`src/rtl/rom_reader_pkg.sv`:
```
// Shared constants for the ROM reader slice: FSM state encoding and default bus widths
// (the widths are also used by address_display).
package rom_reader_pkg;

  localparam int unsigned ROM_ADDR_WIDTH = 9;
  localparam int unsigned ROM_DATA_WIDTH = 8;
  localparam int unsigned STATE_WIDTH    = 3;

  typedef enum logic [STATE_WIDTH-1:0] {
    ST_IDLE    = 3'd0,
    ST_SETUP   = 3'd1,
    ST_ACCESS  = 3'd2,
    ST_HANDOFF = 3'd3,
    ST_DONE    = 3'd4
  } state_e;

endpackage

```
`src/rtl/rom_read_sequencer_if.sv`:
```
// ROM bus plus the downstream valid/ready byte stream of the ROM read sequencer.
interface rom_read_sequencer_if
  import rom_reader_pkg::*;
#(
  parameter int unsigned ADDR_WIDTH = ROM_ADDR_WIDTH,
  parameter int unsigned DATA_WIDTH = ROM_DATA_WIDTH
);

  logic [ADDR_WIDTH-1:0] rom_addr;
  logic                  rom_ce_n;
  logic                  rom_oe_n;
  logic [DATA_WIDTH-1:0] rom_data;
  logic [DATA_WIDTH-1:0] out_data;
  logic                  out_valid;
  logic                  out_ready;

  modport master (
    output rom_addr, rom_ce_n, rom_oe_n, out_data, out_valid,
    input  rom_data, out_ready
  );

  modport slave (
    input  rom_addr, rom_ce_n, rom_oe_n, out_data, out_valid,
    output rom_data, out_ready
  );

endinterface

```
`src/rtl/rom_access_timer.sv`:
```
// Loadable down-counter timing the OE-asserted window; expired_c marks the last access cycle.
module rom_access_timer #(
  parameter int unsigned ACCESS_CYCLES = 4
) (
  input  logic clk,
  input  logic reset,
  input  logic load,
  input  logic en,
  output logic expired_c
);

  localparam int unsigned CNT_W = (ACCESS_CYCLES > 1) ? $clog2(ACCESS_CYCLES) : 1;

  logic [CNT_W-1:0] cnt_q;
  logic [CNT_W-1:0] cnt_d;

  always_comb begin
    cnt_d = cnt_q;
    if (load) begin
      cnt_d = CNT_W'(ACCESS_CYCLES - 1);
    end else if (en && (cnt_q != '0)) begin
      cnt_d = cnt_q - CNT_W'(1);
    end
  end

  always_ff @(posedge clk) begin
    if (!reset) begin
      cnt_q <= '0;
    end else begin
      cnt_q <= cnt_d;
    end
  end

  assign expired_c = en && (cnt_q == '0);

endmodule

```
`src/rtl/rom_read_sequencer.sv`:
```
// Dumps a parallel ROM from address 0 to LAST_ADDR with a programmable access time and hands
// each byte downstream over valid/ready. Optional running checksum: ROM_READ_CHECKSUM_EN.
module rom_read_sequencer
  import rom_reader_pkg::*;
#(
  parameter int unsigned ADDR_WIDTH    = ROM_ADDR_WIDTH,
  parameter int unsigned DATA_WIDTH    = ROM_DATA_WIDTH,
  parameter int unsigned LAST_ADDR     = 511,
  parameter int unsigned ACCESS_CYCLES = 4
) (
  input  logic                  clk,
  input  logic                  reset,
  input  logic                  start,
  input  logic                  abort,
  rom_read_sequencer_if.master  bus,
  output logic [ADDR_WIDTH-1:0] display_addr,
  output logic                  busy,
  output logic                  done
`ifdef ROM_READ_CHECKSUM_EN
  ,
  output logic [15:0]           checksum,
  output logic                  checksum_valid
`endif
);

  localparam logic [ADDR_WIDTH-1:0] LAST = ADDR_WIDTH'(LAST_ADDR);

  state_e                state_q, state_d;
  logic [ADDR_WIDTH-1:0] rom_addr_q, rom_addr_d;
  logic [ADDR_WIDTH-1:0] display_addr_q, display_addr_d;
  logic [DATA_WIDTH-1:0] out_data_q, out_data_d;
  logic                  rom_ce_n_q, rom_ce_n_d;
  logic                  rom_oe_n_q, rom_oe_n_d;
  logic                  out_valid_q, out_valid_d;
  logic                  busy_q, busy_d;
  logic                  done_q, done_d;
  logic                  expired_c;
  logic                  hs_c;

  rom_access_timer #(.ACCESS_CYCLES(ACCESS_CYCLES)) u_timer (
    .clk       (clk),
    .reset     (reset),
    .load      (state_q == ST_SETUP),
    .en        (state_q == ST_ACCESS),
    .expired_c (expired_c)
  );

  assign hs_c = (state_q == ST_HANDOFF) && out_valid_q && bus.out_ready;

  always_ff @(posedge clk) begin
    if (!reset) begin
      state_q <= ST_IDLE;
    end else begin
      state_q <= state_d;
    end
  end

  // abort beats both the access timer and the handshake
  always_comb begin
    state_d = state_q;
    case (state_q)
      ST_IDLE:    if (start) state_d = ST_SETUP;
      ST_SETUP:   state_d = abort ? ST_IDLE : ST_ACCESS;
      ST_ACCESS: begin
        if (abort)          state_d = ST_IDLE;
        else if (expired_c) state_d = ST_HANDOFF;
      end
      ST_HANDOFF: begin
        if (abort)     state_d = ST_IDLE;
        else if (hs_c) state_d = (rom_addr_q == LAST) ? ST_DONE : ST_SETUP;
      end
      ST_DONE:    state_d = ST_IDLE;
      default:    state_d = ST_IDLE;
    endcase
  end

  // Registered outputs follow the state being entered, so they line up with state_q
  always_comb begin
    rom_addr_d     = rom_addr_q;
    display_addr_d = display_addr_q;
    out_data_d     = out_data_q;
    if ((state_q == ST_IDLE) && start) begin
      rom_addr_d = '0;
    end
    if ((state_q == ST_ACCESS) && expired_c && !abort) begin
      out_data_d = bus.rom_data;
    end
    if (hs_c && !abort && (rom_addr_q < LAST)) begin
      rom_addr_d = rom_addr_q + ADDR_WIDTH'(1);
    end
    if (state_d == ST_HANDOFF) begin
      display_addr_d = rom_addr_q;
    end
    rom_ce_n_d  = !((state_d == ST_SETUP) || (state_d == ST_ACCESS));
    rom_oe_n_d  = (state_d != ST_ACCESS);
    out_valid_d = (state_d == ST_HANDOFF);
    busy_d      = (state_d == ST_SETUP) || (state_d == ST_ACCESS) || (state_d == ST_HANDOFF);
    done_d      = (state_d == ST_DONE);
  end

  always_ff @(posedge clk) begin
    if (!reset) begin
      rom_addr_q     <= '0;
      display_addr_q <= '0;
      out_data_q     <= '0;
      rom_ce_n_q     <= 1'b1;
      rom_oe_n_q     <= 1'b1;
      out_valid_q    <= 1'b0;
      busy_q         <= 1'b0;
      done_q         <= 1'b0;
    end else begin
      rom_addr_q     <= rom_addr_d;
      display_addr_q <= display_addr_d;
      out_data_q     <= out_data_d;
      rom_ce_n_q     <= rom_ce_n_d;
      rom_oe_n_q     <= rom_oe_n_d;
      out_valid_q    <= out_valid_d;
      busy_q         <= busy_d;
      done_q         <= done_d;
    end
  end

  assign bus.rom_addr  = rom_addr_q;
  assign bus.rom_ce_n  = rom_ce_n_q;
  assign bus.rom_oe_n  = rom_oe_n_q;
  assign bus.out_data  = out_data_q;
  assign bus.out_valid = out_valid_q;
  assign display_addr  = display_addr_q;
  assign busy          = busy_q;
  assign done          = done_q;

`ifdef ROM_READ_CHECKSUM_EN
  logic [15:0] checksum_q, checksum_d;
  logic        checksum_valid_q, checksum_valid_d;

  // Every accepted byte counts, even one accepted alongside an abort
  always_comb begin
    checksum_d       = checksum_q;
    checksum_valid_d = checksum_valid_q;
    if ((state_q == ST_IDLE) && start) begin
      checksum_d       = '0;
      checksum_valid_d = 1'b0;
    end
    if (hs_c) begin
      checksum_d = checksum_q + 16'(out_data_q);
    end
    if (state_d == ST_DONE) begin
      checksum_valid_d = 1'b1;
    end
  end

  always_ff @(posedge clk) begin
    if (!reset) begin
      checksum_q       <= '0;
      checksum_valid_q <= 1'b0;
    end else begin
      checksum_q       <= checksum_d;
      checksum_valid_q <= checksum_valid_d;
    end
  end

  assign checksum       = checksum_q;
  assign checksum_valid = checksum_valid_q;
`endif

endmodule

```
`src/flat_wrapper.sv`:
```
// flat-port wrapper written by rule: the top's interface ports become plain ports
module rom_read_sequencer_flat import rom_reader_pkg::*;
#(
  parameter int unsigned ADDR_WIDTH    = ROM_ADDR_WIDTH,
  parameter int unsigned DATA_WIDTH    = ROM_DATA_WIDTH,
  parameter int unsigned LAST_ADDR     = 511,
  parameter int unsigned ACCESS_CYCLES = 4
)
  (clk, reset, start, abort, display_addr, busy, done, bus_rom_addr, bus_rom_ce_n, bus_rom_oe_n, bus_out_data, bus_out_valid, bus_rom_data, bus_out_ready);
  rom_read_sequencer_if #(.ADDR_WIDTH(ADDR_WIDTH), .DATA_WIDTH(DATA_WIDTH)) bus_i ();
  input  logic clk;
  input  logic reset;
  input  logic start;
  input  logic abort;
  output logic [ADDR_WIDTH-1:0] display_addr;
  output logic busy;
  output logic done;
  output wire logic [$bits(bus_i.rom_addr)-1:0] bus_rom_addr;
  output wire logic [$bits(bus_i.rom_ce_n)-1:0] bus_rom_ce_n;
  output wire logic [$bits(bus_i.rom_oe_n)-1:0] bus_rom_oe_n;
  output wire logic [$bits(bus_i.out_data)-1:0] bus_out_data;
  output wire logic [$bits(bus_i.out_valid)-1:0] bus_out_valid;
  input wire logic [$bits(bus_i.rom_data)-1:0] bus_rom_data;
  input wire logic [$bits(bus_i.out_ready)-1:0] bus_out_ready;
  assign bus_rom_addr = bus_i.rom_addr;
  assign bus_rom_ce_n = bus_i.rom_ce_n;
  assign bus_rom_oe_n = bus_i.rom_oe_n;
  assign bus_out_data = bus_i.out_data;
  assign bus_out_valid = bus_i.out_valid;
  assign bus_i.rom_data = bus_rom_data;
  assign bus_i.out_ready = bus_out_ready;
  rom_read_sequencer #(.ADDR_WIDTH(ADDR_WIDTH), .DATA_WIDTH(DATA_WIDTH), .LAST_ADDR(LAST_ADDR), .ACCESS_CYCLES(ACCESS_CYCLES)) u_core (.clk(clk), .reset(reset), .start(start), .abort(abort), .bus(bus_i), .display_addr(display_addr), .busy(busy), .done(done));
endmodule
```
`config.mk`:
```
export PLATFORM = sky130hd
export DESIGN_NAME = rom_read_sequencer_flat
export DESIGN_NICKNAME = d
export VERILOG_FILES = /design/src/rtl/rom_reader_pkg.sv /design/src/rtl/rom_read_sequencer_if.sv /design/src/rtl/rom_access_timer.sv /design/src/rtl/rom_read_sequencer.sv /design/src/flat_wrapper.sv
export SDC_FILE = /design/constraint.sdc
export NUM_CORES = 1
export LEC_CHECK = 0
export ABC_AREA = 1
export BUFFER_PORTS_ARGS = -buffer_cell sky130_fd_sc_hd__buf_4
export CAP_MARGIN = 0
export CORE_MARGIN = 3
export CORE_UTILIZATION = 40
export DETAILED_ROUTE_END_ITERATION = 8
export HOLD_SLACK_MARGIN = 0.03
export PLACE_DENSITY = 0.62
export SLEW_MARGIN = 20
export SYNTH_ARGS = -nofsm -noshare
export SYNTH_HDL_FRONTEND = slang
export SYNTH_HIERARCHICAL = 1
export SYNTH_SLANG_ARGS = --single-unit
```
`constraint.sdc`:
```
create_clock -name clk -period 4.3 [get_ports clk]
set_input_delay 0 -clock clk [delete_from_list [all_inputs] [get_ports clk]]
set_output_delay 0 -clock clk [all_outputs]
set_load 0.05 [all_outputs]
```
== Yosys cells after proc, flatten, opt, wreduce, memory -nomap -nowiden ==
Index checks and enable logic that the tools add are counted.

* Output and inout bits: 31
* Flip-flop bits (word level): 36
* Bits of input ports: 13
* Logic and storage cells: 52

* Mux-type cells: 12
* Add/sub/neg operators: 2
* Equal/unequal tests: 9
* Reductions and logical operators: 18
* Order comparisons: 1

{| class="wikitable"
|+ Operators with widths
! kind !! count
|-
| 3-bit two-way mux || 6
|-
| 9-bit two-way mux || 2
|-
| 3-bit by 2-bit == test with 1-bit output, second input constant || 4
|-
| 3-bit case mux with 4 select lines || 1
|-
| 9-bit by 1-bit adder with 9-bit output, second input constant || 1
|-
| 9-bit == test, second input constant || 1
|-
| 1-bit logical AND || 9
|-
| 9-bit < comparator, second input constant || 1
|-
| 3-bit by 1-bit == test with 1-bit output, second input constant || 2
|-
| 2-bit two-way mux || 3
|-
| 2-bit nonzero test || 3
|-
| 3-bit == test, second input constant || 1
|-
| 3-bit zero test || 1
|-
| 3-bit by 2-bit != test with 1-bit output, second input constant || 1
|-
| 1-bit zero test || 2
|-
| 2-bit zero test || 1
|-
| 1-bit logical OR || 2
|-
| 2-bit by 1-bit subtractor with 2-bit output, second input constant || 1
|}

== Longest topological paths before layout ==
Gate-level depths: netlist of the first run.

* Depth after elaboration: 9
* Mapped depth: 13

== Cells and area by module ==
The synthesis of the first run kept the hierarchy.

{| class="wikitable"
|+ Modules (own cells, without submodules)
! module !! cells an instance !! seq. area each (um2) !! instances !! area an instance (um2)
|-
| rom_read_sequencer || 208 || 680.7 || 1 || 1581.5
|-
| rom_access_timer || 20 || 40.0 || 1 || 128.9
|}

== Least setup slack after synthesis of the first run ==
No wires, ideal clock.

* Path type: flip-flop to flip-flop
* Start point: reg u_core.rom_addr_q[1], in the netlist u_core/bus.rom_addr[1]
* End point: reg u_core.display_addr_q[0], in the netlist u_core/display_addr[0]
* Buffers on the path: 1
* Cell stages (with the launch flop): 13
* Path slack: 2.069 ns
* Arrival time: 2.115 ns
* Cell sequence: dfxtp_1 > ha_1 > nand2_1 > nor2_1 > nand3_1 > nor2_1 > ha_1 > nand3_1 > nand3_1 > nand3_2 > buf_6 > a21oi_1 > nor2_1

* Word-level cells in the longest chain between the ends: 6

{| class="wikitable"
|+ RTL lines
! item !! RTL line !! RTL
|-
| start, declared || rom_read_sequencer.sv:29 || <nowiki>logic [ADDR_WIDTH-1:0] rom_addr_q, rom_addr_d;</nowiki>
|-
| start signal, assigned || rom_read_sequencer.sv:112 || <nowiki>rom_addr_q <= rom_addr_d;</nowiki>
|-
| 9-bit == test || rom_read_sequencer.sv:70 || <nowiki>else if (hs_c) state_d = (rom_addr_q == LAST) ? ST_DONE : ST_SETUP;</nowiki>
|-
| 3-bit two-way mux (2 in series) || rom_read_sequencer.sv:70 ||
|-
| 3-bit two-way mux || rom_read_sequencer.sv:69 || <nowiki>if (abort) state_d = ST_IDLE;</nowiki>
|-
| 3-bit case mux with 4 select lines || rom_read_sequencer.sv:61 || <nowiki>case (state_q)</nowiki>
|-
| 3-bit by 2-bit == test with 1-bit output || rom_read_sequencer.sv:91 || <nowiki>if (state_d == ST_HANDOFF) begin</nowiki>
|-
| end signal, assigned || rom_read_sequencer.sv:113 || <nowiki>display_addr_q <= display_addr_d;</nowiki>
|-
| end, declared || rom_read_sequencer.sv:30 || <nowiki>logic [ADDR_WIDTH-1:0] display_addr_q, display_addr_d;</nowiki>
|}

No other way between the ends.
A chain may end at the register's enable or synchronous reset.

== Worst setup path after layout of the first run ==
* Start point: reg u_core.rom_addr_q[1], in the netlist u_core/bus.rom_addr[1]
* End point: reg u_core.display_addr_q[1], in the netlist u_core/display_addr[1]

* Word-level cells in the longest chain between the ends: 6

{| class="wikitable"
|+ RTL lines
! item !! RTL line
|-
| 9-bit == test || rom_read_sequencer.sv:70
|-
| 3-bit two-way mux (2 in series) || rom_read_sequencer.sv:70
|-
| 3-bit two-way mux || rom_read_sequencer.sv:69
|-
| 3-bit case mux with 4 select lines || rom_read_sequencer.sv:61
|-
| 3-bit by 2-bit == test with 1-bit output || rom_read_sequencer.sv:91
|}

Parallel ways exist; a longest one is shown, timed or not.

==> out/qor.txt, run 1 <==
Status - finished, final reports clean
Total wire length - 3.79 mm
TritonCTS Buffers - 5
Most frequent cells in the layout - buf_4 (43), nand2_1 (36), dfxtp_1 (36), inv_1 (32), nand3_1 (32)
Total core area - 0.00406 mm²
Largest net degree at the start of global routing - 25
Synth Net Count - 244
Avg Synthesized Cell Area - 7.50 µm²
Iter 0 DRT Violations - 156
CTS Root Cell - clkbuf_8
CTS tree - yes
DRT Pass-1 Iters - 4
Initial antenna violation count - 0
CTS max path bufs - 2
Total chip power - 735 µW
Setup Skew - 0.00970 ns
Min-delay worst type - input port to flop
EDFF count, synth - 0
Final Hold Fails - 0
RSZ-0062 raised after global routing - no
IO buf count - 43
Pwr Density - 330 mW/mm²
Inserted Diodes - 0
CP max stage delay - 0.43 ns
Total GRT Usage - 16.1%
Fraction of registers with async set/reset - 0%
Synth cell types - 28
I/O Pins - 44
Clock Pin Slew Worst Setup and Hold Paths - 0.08 ns
VDD IR max - 0.000204 V
Worst path arrival time - 2.36 ns
CP max stage cell - dfxtp_1
Post-route ant nets - 0
Slew Limit Fails - 0
Post-CTS Setup Repair Bufs - 0
DR vias - 1557
Synthesized instance count - 228
Period utilization - 50.6%
PostCTS Resize Cnt - 0
Nets - 293
Std cell rows - 23
Die area - 0.00510 mm²
Leakage Power - 0.000957 µW
Area growth syn-to-layout - 30.3%
Worst slew margin - 48.9%
First-pass GRT wire length - 6.65 mm
Routed len/inst - 11.6 µm
Clk_lat worst skew - 0.29 ns
Most common cell after layout, fill and taps aside - buf_4
Worst-path maximum fanout - 20
Clock Sinks - 36
Maximum capacitance violations - 0
Sequential element share of the synthesized area - 42.1%
CP Launch Type - flop
Vias per inst - 4.75
Worst Path Required - 4.48 ns
Setup tns final - 0 ns
Die Width - 71.4 µm
Fmax - 459 MHz
Final setup fails - 0
Primary FF master, synth - dfxtp_1
# DRC - 0
Yosys reg bits - 36
Final Critical Period - 2.18 ns
Worst-path cell chain - ha_1, nand2_1, nor2_1, nand3_1, nor2_1, ha_1, nand3_1, nand3_1, nand3_2, a21oi_1, nor2_1
Synth warn - 6
CTS H-Tree Depth - 2
Hpwl dp - 2.59 mm
RD Place Congestion - 0.853
Gr ovfl total - 0
Ratio of cells with drive above 1 in the final layout - 24.8%
Die Ht - 71.4 µm
Worst setup EP type - flop
Crit Path Category - flop to flop
Worst Tran Pin Value - 0.766 ns
Synthesized cell area - 0.00171 mm²
Effective utilization at floorplan - 42.2%
Vias in the first global route - 1480
==> worst max-delay path, delay by kind of cell, from the launching register on <==
kind	cells	cell delay (ns)
AND/OR/NAND/NOR	8	0.98
flip-flops	1	0.43
adder cells (fa/ha/maj)	2	0.40
AO/OA/AOI/OAI	1	0.25
==> per-stage QoR <==
stage / util, % / cell area (µm²) / setup slack, ns / std cells / hold slack, ns
final: 54.9 / 2230 / 2.12 / 328 / 0.0468
after global routing: 54.9 / 2230 / 1.89 / 328 / 0.0414
after CTS: 54.9 / 2230 / 2.13 / 328 / 0.0337
after detailed placement: 50.1 / 2030 / 2.16 / 312 / 0.291
after global placement: 50.1 / 2030 / 2.22 / 312 / 0.282
after floorplan: - / 1710 / 2.07 / 228 / 0.122
==> cell type report <==
| type | count | area, µm² |
|---|---|---|
| fill | 405 | 1830 |
| tap | 50 | 62.6 |
| inverter | 34 | 128 |
| clock buffer | 5 | 68.8 |
| clock inverter | 3 | 46.3 |
| sequential | 36 | 721 |
| timing repair buffer | 51 | 403 |
| multi-input combinational | 149 | 800 |
==> repair_timing <==
action / CTS / global route
setup endpoints to repair: 0 / 0
hold buffers: 8 / 0
endpoints found under the hold margin: 8 / 0
==> cells in the mapped netlist (2+ instances only) <==
library cell	number	area (µm²)
nand3_4	2	35.0
a21oi_1	27	135
inv_1	32	120
nand3_1	32	160
ha_1	3	37.5
clkbuf_1	2	7.51
nor2_2	2	12.5
nand2_2	2	12.5
o21ai_0	11	55.1
buf_6	3	33.8
dfxtp_1	36	721
nand3_2	2	20.0
nor2_1	19	71.3
a21oi_2	2	17.5
nor2_4	3	33.8
buf_2	2	10.0
nand2_1	36	135
inv_2	2	7.51
==> worst paths after layout <==
path,cells past startpoint,slack (ns),end,from
setup reg to reg,11,2.12,u_core/display_addr[1],u_core/bus.rom_addr[1]
hold / removal,2,0.05,u_core/bus.rom_ce_n,reset
hold reg to reg,2,0.44,u_core/bus.out_data[2],u_core/bus.out_data[2]
setup / recovery,11,2.12,u_core/display_addr[1],u_core/bus.rom_addr[1]
==> sequential cells by signal, indices dropped and copies added, names as in the netlist <==
register,flops
u_core/u_timer/cnt_q,2
u_core/bus.out_data,8
u_core/bus.rom_ce_n,1
u_core/display_addr,9
u_core/done,1
u_core/bus.rom_addr,9
u_core/busy,1
u_core/state_q,3
u_core/bus.out_valid,1
u_core/bus.rom_oe_n,1
==> cell families (layout without fill, tap and decap cells) <==
logic type	after synthesis	in the layout	share of synthesized area (%)
buf+inv	43	93	11.1
simple gates	102	102	30.7
xor+xnor	1	1	0.512
compound gates	43	43	13.4
flops	36	36	42.1
fa+ha+maj	3	3	2.19
==> power by group <==
group          switching (µW)  internal (µW)
Clock                     129            175
Sequential               4.03            341
Combinational            54.7           31.3
==> metal layers <==
metal	GRT usage (%)	wire, µm	vias up
met5	0	0	-
met4	6.68	46	0
met3	4.21	230	5
met2	25.2	1670	36
met1	21.0	1850	682
li1	-	-	834
(Power assumes the default switching activity.)
==> inputs of run 2 (changes only) <==
--- a/config.mk
+++ b/config.mk
@@ -5,14 +5,14 @@
 export SDC_FILE = /design/constraint.sdc
 export NUM_CORES = 1
 export LEC_CHECK = 0
-export ABC_AREA = 1
+export ABC_AREA = 0
 export BUFFER_PORTS_ARGS = -buffer_cell sky130_fd_sc_hd__buf_4
 export CAP_MARGIN = 0
 export CORE_MARGIN = 3
 export CORE_UTILIZATION = 40
 export DETAILED_ROUTE_END_ITERATION = 8
 export HOLD_SLACK_MARGIN = 0.03
-export PLACE_DENSITY = 0.62
+export PLACE_DENSITY = 0.65
 export SLEW_MARGIN = 20
 export SYNTH_ARGS = -nofsm -noshare
 export SYNTH_HDL_FRONTEND = slang
==> constraint.sdc (replaced) <==
create_clock -name clk -period 1.83 [get_ports clk]
set_input_delay 0 -clock clk [delete_from_list [all_inputs] [get_ports clk]]
set_output_delay 0 -clock clk [all_outputs]
set_load 0.05 [all_outputs]
==> run 2 against run 1 <==
Against the previous run: maximum frequency up 22%; wire length up 1.4%; synthesized area down 6.4%; power up 110%; largest power group unchanged.
==> out/qor.txt, run 2 <==
Status - finished, final reports clean
Worst Path Required - 2.04 ns (-2.44 ns)
Period utilization - 97.4% (+47 points)
RD Place Congestion - 0.843 (-1.2%)
VDD IR max - 0.000419 V (+110%)
CTS max path bufs - 2 (unchanged)
Worst-path maximum fanout - 5 (-75%)
Post-route ant nets - 0 (unchanged)
CP max stage delay - 0.36 ns (-0.07 ns)
Final core occ - 60.7% (+5.7 points)
CTS Root Cell - clkbuf_8
Most frequent cells in the layout - buf_4 (52), dfxtp_1 (30), nand2_1 (23), nor2_1 (18), mux2i_1 (17)
Final setup fails - 0 (unchanged)
CP Launch Type - flop
Reg area - 733 µm² (+1.7%)
Total core area - 0.00377 mm² (-7.1%)
Largest net degree at the start of global routing - 25 (unchanged)
Worst path arrival time - 2.00 ns (-0.36 ns)
Die Ht - 69.3 µm (-3.0%)
Worst slew margin - 58.3% (+9.4 points)
Area growth syn-to-layout - 42.9%
Worst setup EP type - flop
Fraction of registers with async set/reset - 0% (unchanged)
Vias per inst - 5.26 (+11%)
Synthesized instance count - 172 (-25%)
Iter 0 DRT Violations - 88 (-44%)
Dpl ws - -0.0120 ns (-2.17 ns)
Initial antenna violation count - 0 (unchanged)
Ratio of cells with drive above 1 in the final layout - 35.2% (+10 points)
Final worst slack - 0.0477 ns (-2.08 ns)
Avg Synthesized Cell Area - 9.30 µm² (+24%)
RSZ-0062 raised after global routing - yes
DRT Pass-1 Iters - 4 (unchanged)
Most common cell in the synthesized netlist - dfxtp_1
Total GRT Usage - 16.2% (+0.074 points)
Worst Tran Pin Value - 0.625 ns (-0.141 ns)
Final Critical Period - 1.78 ns (-0.395 ns)
Slew Limit Fails - 0 (unchanged)
Hpwl dp - 2.71 mm (+4.8%)
IO buf count - 43 (unchanged)
Die area - 0.00480 mm² (-5.9%)
Vias in the first global route - 1449 (-2.1%)
Min-delay worst type - input port to flop
Final Hold Fails - 0 (unchanged)
Std cell rows - 22 (-4.3%)
Yosys reg bits - 36 (unchanged)
EDFF count, synth - 0 (unchanged)
Buffers & Inverters on Critical Path - 1 (+1)
TritonCTS Buffers - 5 (unchanged)
Die Width - 69.3 µm (-3.0%)
Pwr Density - 664 mW/mm² (+100%)
Total chip power - 1520 µW (+110%)
Most frequent CP cell - ha_4
Multi-input gate area - 890 µm² (+11%)
Worst-path cell chain - ha_4, nand3_4, or2_4, nor2_4, ha_4, nand3_2, nand2_2, a31oi_4, buf_6, mux2i_1
DP Area - 0.00205 mm² (+0.98%)
Gr ovfl total - 0 (unchanged)
DR vias - 1478 (-5.1%)
Routed len/inst - 13.7 µm (+18%)
Synthesized cell area - 0.00160 mm² (-6.4%)
# DRC - 0 (unchanged)
CTS tree - yes
Fmax - 561 MHz (+22%)
Synth Net Count - 188 (-23%)
Fill count - 313 (-23%)
Final Instance Area - 0.00229 mm² (+2.6%)
Most common cell after layout, fill and taps aside - buf_4
Maximum capacitance violations - 0 (unchanged)
Sequential element share of the synthesized area - 45.0% (+2.9 points)
CTS H-Tree Depth - 2 (unchanged)
I/O Pins - 44 (unchanged)
Area contributors post-synth - dfxtp_1 (45%), mux2i_1 (11%), nand2_1 (5.6%), nor2_1 (4.5%), o211ai_1 (3.3%)
Inserted Diodes - 0 (unchanged)
Synth top area share - 45.0% (+2.9 points)
Leakage Power - 0.000952 µW (-0.53%)
First-pass GRT wire length - 6.46 mm (-2.9%)
Clock Sinks - 36 (unchanged)
Crit Path Category - flop to flop
Primary FF master, synth - dfxtp_1
Area leader, netlist - dfxtp_1
Total wire length - 3.85 mm (+1.4%)
Synth warn - 6 (unchanged)
Nets - 248 (-15%)
Effective utilization at floorplan - 42.4% (+0.28 points)
CP max stage cell - dfxtp_4
Synth cell types - 33 (+18%)
Synth top cells by count - dfxtp_1 (36), nand2_1 (24), nor2_1 (19)
Clock Pin Slew Worst Setup and Hold Paths - 0.08 ns (about the same)
R2r setup slk - 0.05 ns (-2.08 ns)
Clk_lat worst skew - 0.28 ns (about the same)
Setup Skew - 0.00859 ns (-0.00111 ns)
Top delay family on crit path - simple AND/OR/NAND/NOR gates
==> run 2: what timing repair did <==
item	CTS	global route
hold endpoints to repair	8	0
pin swaps	0	5
hold buffers	8	0
setup buffers	0	0
gates resized for setup	2	9
endpoints found under the setup margin	6	11
cloned	1	0
==> run 2: layout make-up <==
type	instances	share of cell area (%)
multi-input cells	123	38.9
flip-flops and latches	36	32.1
repair buffers	62	21.6
clock buffers	6	3.61
well taps	48	2.63
inverters	4	0.656
clock inverters	2	0.602
==> run 2: worst register-to-register path: cells and delay by family, from the launching register on <==
| family | cells | cell delay [ns] |
|---|---|---|
| flops | 1 | 0.36 |
| compound gates | 1 | 0.11 |
| simple gates | 5 | 0.63 |
| fa+ha+maj | 2 | 0.29 |
| buf+inv | 1 | 0.17 |
| mux | 1 | 0.16 |
==> run 2: path summary, 6_finish.rpt <==
path	from	to	depth (start not counted)
worst max-delay path	u_core/bus.rom_addr[0]	u_core/display_addr[5]	10
worst max register to register	u_core/bus.rom_addr[0]	u_core/display_addr[5]	10
worst min-delay path	reset	u_core/bus.rom_ce_n	2
worst min register to register	u_core/display_addr[2]	u_core/display_addr[2]	2
==> run 2: layer usage <==
metal | wire, µm | GRT usage (%)
met2 | 1870 | 27.2
met1 | 1720 | 20.0
met3 | 245 | 5.36
met5 | 0 | 0
met4 | 21 | 3.69
==> run 2: metrics by stage <==
step / TNS [ns] / hold slack (ns) / cells
final: 0 / 0.0617 / 281
after global routing: -0.120 / 0.0761 / 281
after CTS: -0.0474 / 0.0554 / 281
after detailed placement: -0.0177 / 0.245 / 264
after global placement: 0 / 0.229 / 264
after floorplan: -0.588 / 0.137 / 172
==> run 2: report_power, final <==
group | switching [µW] | internal, µW
combinational | 69.8 | 61.4
clock | 283 | 306
sequential | 7.02 | 791
==> run 2: kinds of logic (layout without fill, tap and decap cells) <==
group | Yosys count | after routing | synth area share, %
and+or+nand+nor | 79 | 79 | 27.0
buffers and inverters | 13 | 74 | 3.75
muxes | 17 | 17 | 10.6
AOI/OAI and AO/OA | 24 | 24 | 11.3
adders and majority gates | 3 | 3 | 2.35
DFF | 36 | 36 | 45.0
==> inputs of run 3 (changes only) <==
--- a/config.mk
+++ b/config.mk
@@ -12,7 +12,7 @@
 export CORE_UTILIZATION = 40
 export DETAILED_ROUTE_END_ITERATION = 8
 export HOLD_SLACK_MARGIN = 0.03
-export PLACE_DENSITY = 0.65
+export PLACE_DENSITY = 0.63
 export SLEW_MARGIN = 20
 export SYNTH_ARGS = -nofsm -noshare
 export SYNTH_HDL_FRONTEND = slang
==> constraint.sdc (replaced) <==
create_clock -name clk -period 2.15 [get_ports clk]
set_input_delay 0 -clock clk [delete_from_list [all_inputs] [get_ports clk]]
set_output_delay 0 -clock clk [all_outputs]
set_load 0.05 [all_outputs]
==> run 3 against run 2 <==
Against the previous run: clock power decreased by 9.8%; largest cell class unchanged; final cell count fell by 2.8%; global-route usage increased by 0.64 points; first-iteration DRC count shrank 9.1%; hold slack lost 0.0085 ns; count of clock-buffer cells in the layout grew 1; die area is the same; highest routed layer unchanged; maximum frequency down 11%; sequential cell count unchanged; utilization fell by 3.5 points; non-clock buffer count shrank 8.
==> out/qor.txt, run 3 (synthesis results as in run 2) <==
Status - finished, final reports clean
Total core area - 0.00377 mm² (unchanged)
Std cell rows - 22 (unchanged)
Leakage Power - 0.000914 µW (-4.0%)
Fmax - 497 MHz (-11%)
Initial antenna violation count - 0 (unchanged)
First-pass GRT wire length - 6.53 mm (+1.2%)
Dpl ws - 0.125 ns (+0.137 ns)
Worst Tran Pin Value - 0.604 ns (-0.0212 ns)
Total wire length - 3.84 mm (-0.13%)
Vias in the first global route - 1364 (-5.9%)
Total chip power - 1320 µW (-13%)
Total GRT Usage - 16.8% (+0.64 points)
R2r setup slk - 0.14 ns (+0.09 ns)
Setup Skew - 0.00675 ns (-0.00184 ns)
Min Hold Slack - 0.0532 ns (-0.00853 ns)
Worst setup EP type - flop
TritonCTS Buffers - 5 (unchanged)
Post-CTS Setup Repair Bufs - 0 (unchanged)
Maximum capacitance violations - 0 (unchanged)
# DRC - 0 (unchanged)
RSZ-0062 raised after global routing - yes
Worst Path Required - 2.31 ns (+0.27 ns)
Worst Setup SP - u_core/bus.rom_addr[1]
VDD IR max - 0.000389 V (-7.1%)
Gr ovfl total - 0 (unchanged)
Worst slew margin - 59.7% (+1.4 points)
Slew Limit Fails - 0 (unchanged)
Die area - 0.00480 mm² (unchanged)
DRT Pass-1 Iters - 4 (unchanged)
Clk_lat worst skew - 0.29 ns (about the same)
Most frequent cells in the layout - buf_4 (46), dfxtp_1 (32), nand2_1 (24), nor2_1 (19), mux2i_1 (17)
Ratio of cells with drive above 1 in the final layout - 28.4% (-6.7 points)
Period utilization - 93.7% (-3.7 points)
Final worst slack - 0.136 ns (+0.0887 ns)
CTS H-Tree Depth - 2 (unchanged)
Die Ht - 69.3 µm (unchanged)
Post-route ant nets - 0 (unchanged)
Hpwl dp - 2.80 mm (+3.1%)
Clock Sinks - 36 (unchanged)
Nets - 240 (-3.2%)
Largest net degree at the start of global routing - 25 (unchanged)
Routed len/inst - 14.1 µm (+2.8%)
Final core occ - 57.2% (-3.5 points)
CP Launch Type - flop
CTS Root Cell - clkbuf_8
Hold Startpoint - reset
Area growth syn-to-layout - 34.7%
Die Width - 69.3 µm (unchanged)
Vias per inst - 5.32 (+1.1%)
Final Hold Fails - 0 (unchanged)
Clock Pin Slew Worst Setup and Hold Paths - 0.07 ns (about the same)
RD Place Congestion - 0.914 (+8.4%)
Final Critical Period - 2.01 ns (+0.231 ns)
Pwr Density - 611 mW/mm² (-8.0%)
Crit Path Category - flop to flop
Effective utilization at floorplan - 42.4% (unchanged)
Post-route insts no fill - 273 (-2.8%)
CTS max path bufs - 2 (unchanged)
CTS tree - yes
Most common cell after layout, fill and taps aside - buf_4
Inserted Diodes - 0 (unchanged)
Multi-input gate area - 822 µm² (-7.6%)
Reg area - 731 µm² (-0.34%)
DR vias - 1452 (-1.8%)
Final setup fails - 0 (unchanged)
Post-placement cell count - 257 (-2.7%)
IO buf count - 43 (unchanged)
I/O Pins - 44 (unchanged)
Iter 0 DRT Violations - 80 (-9.1%)
Min-delay worst type - input port to flop
Worst-path maximum fanout - 10 (+5)
Reg2Reg Depth - 10 (unchanged)
Fill count - 331 (+5.8%)
Reg-to-reg critical path startpoint - u_core/bus.rom_addr[1]
Worst path arrival time - 2.18 ns (+0.18 ns)
Worst hold path depth - 2 (unchanged)
[run 3: cell types whose count changed in the layout (fill, tap and decap cells not counted), sizes merged]
cell | before | now
buf | 54 | 46
clkbuf | 6 | 7
clkinv | 0 | 1
clkinvlp | 1 | 0
inv | 5 | 4
[run 3: report_power, final]
group,total (µW),internal [µW],switching (µW)
combinational,107,48.3,58.2
sequential,679,673,5.57
clock,531,297,234
total,1320,1020,298
[run 3: layout make-up]
cell class	instances	area share (%)
well taps	48	2.79
clock inverters	1	0.232
inverters	4	0.696
flip-flops and latches	36	33.9
clock buffers	7	4.53
repair buffers	54	19.7
multi-input cells	123	38.1
[run 3: critical path, cell delays in order, from the launching register on]
cell and delay, ns:
dfxtp_4 0.38, ha_2 0.19, nand3_1 0.11, or2_1 0.26, nor2_1 0.12, ha_1 0.17, nand3_1 0.08, nand2_1 0.10
a31oi_1 0.09, buf_4 0.21, nand4b_1 0.17
[run 3: repair_timing]
| item | in CTS | in global routing |
|---|---|---|
| hold endpoints to repair | 8 | 0 |
| gates resized for setup | 0 | 1 |
| hold buffers | 8 | 0 |
| endpoints found under the setup margin | 0 | 1 |
[run 3: layer usage]
layer | track usage, % | share of wire [%] | vias up
met1 | 20.4 | 43 | 683
li1 | - | - | 722
met4 | 7.16 | 1.5 | 0
met2 | 26.7 | 48 | 41
met5 | 0 | 0 | -
met3 | 6.23 | 6.7 | 6
[run 3: final timing paths]
check / to
worst max-delay path: u_core/bus.rom_ce_n
worst min-delay path: u_core/bus.rom_ce_n
worst max register to register: u_core/bus.rom_ce_n
worst min register to register: u_core/display_addr[2]
[run 3: stage by stage]
step | cell area (µm²) | TNS (ns)
2_1_floorplan | 1610 | 0
3_3_place_gp | 1970 | 0
4_1_cts | 2150 | 0
5_1_grt | 2160 | -0.0338
3_5_place_dp | 1970 | 0
6_report | 2160 | 0
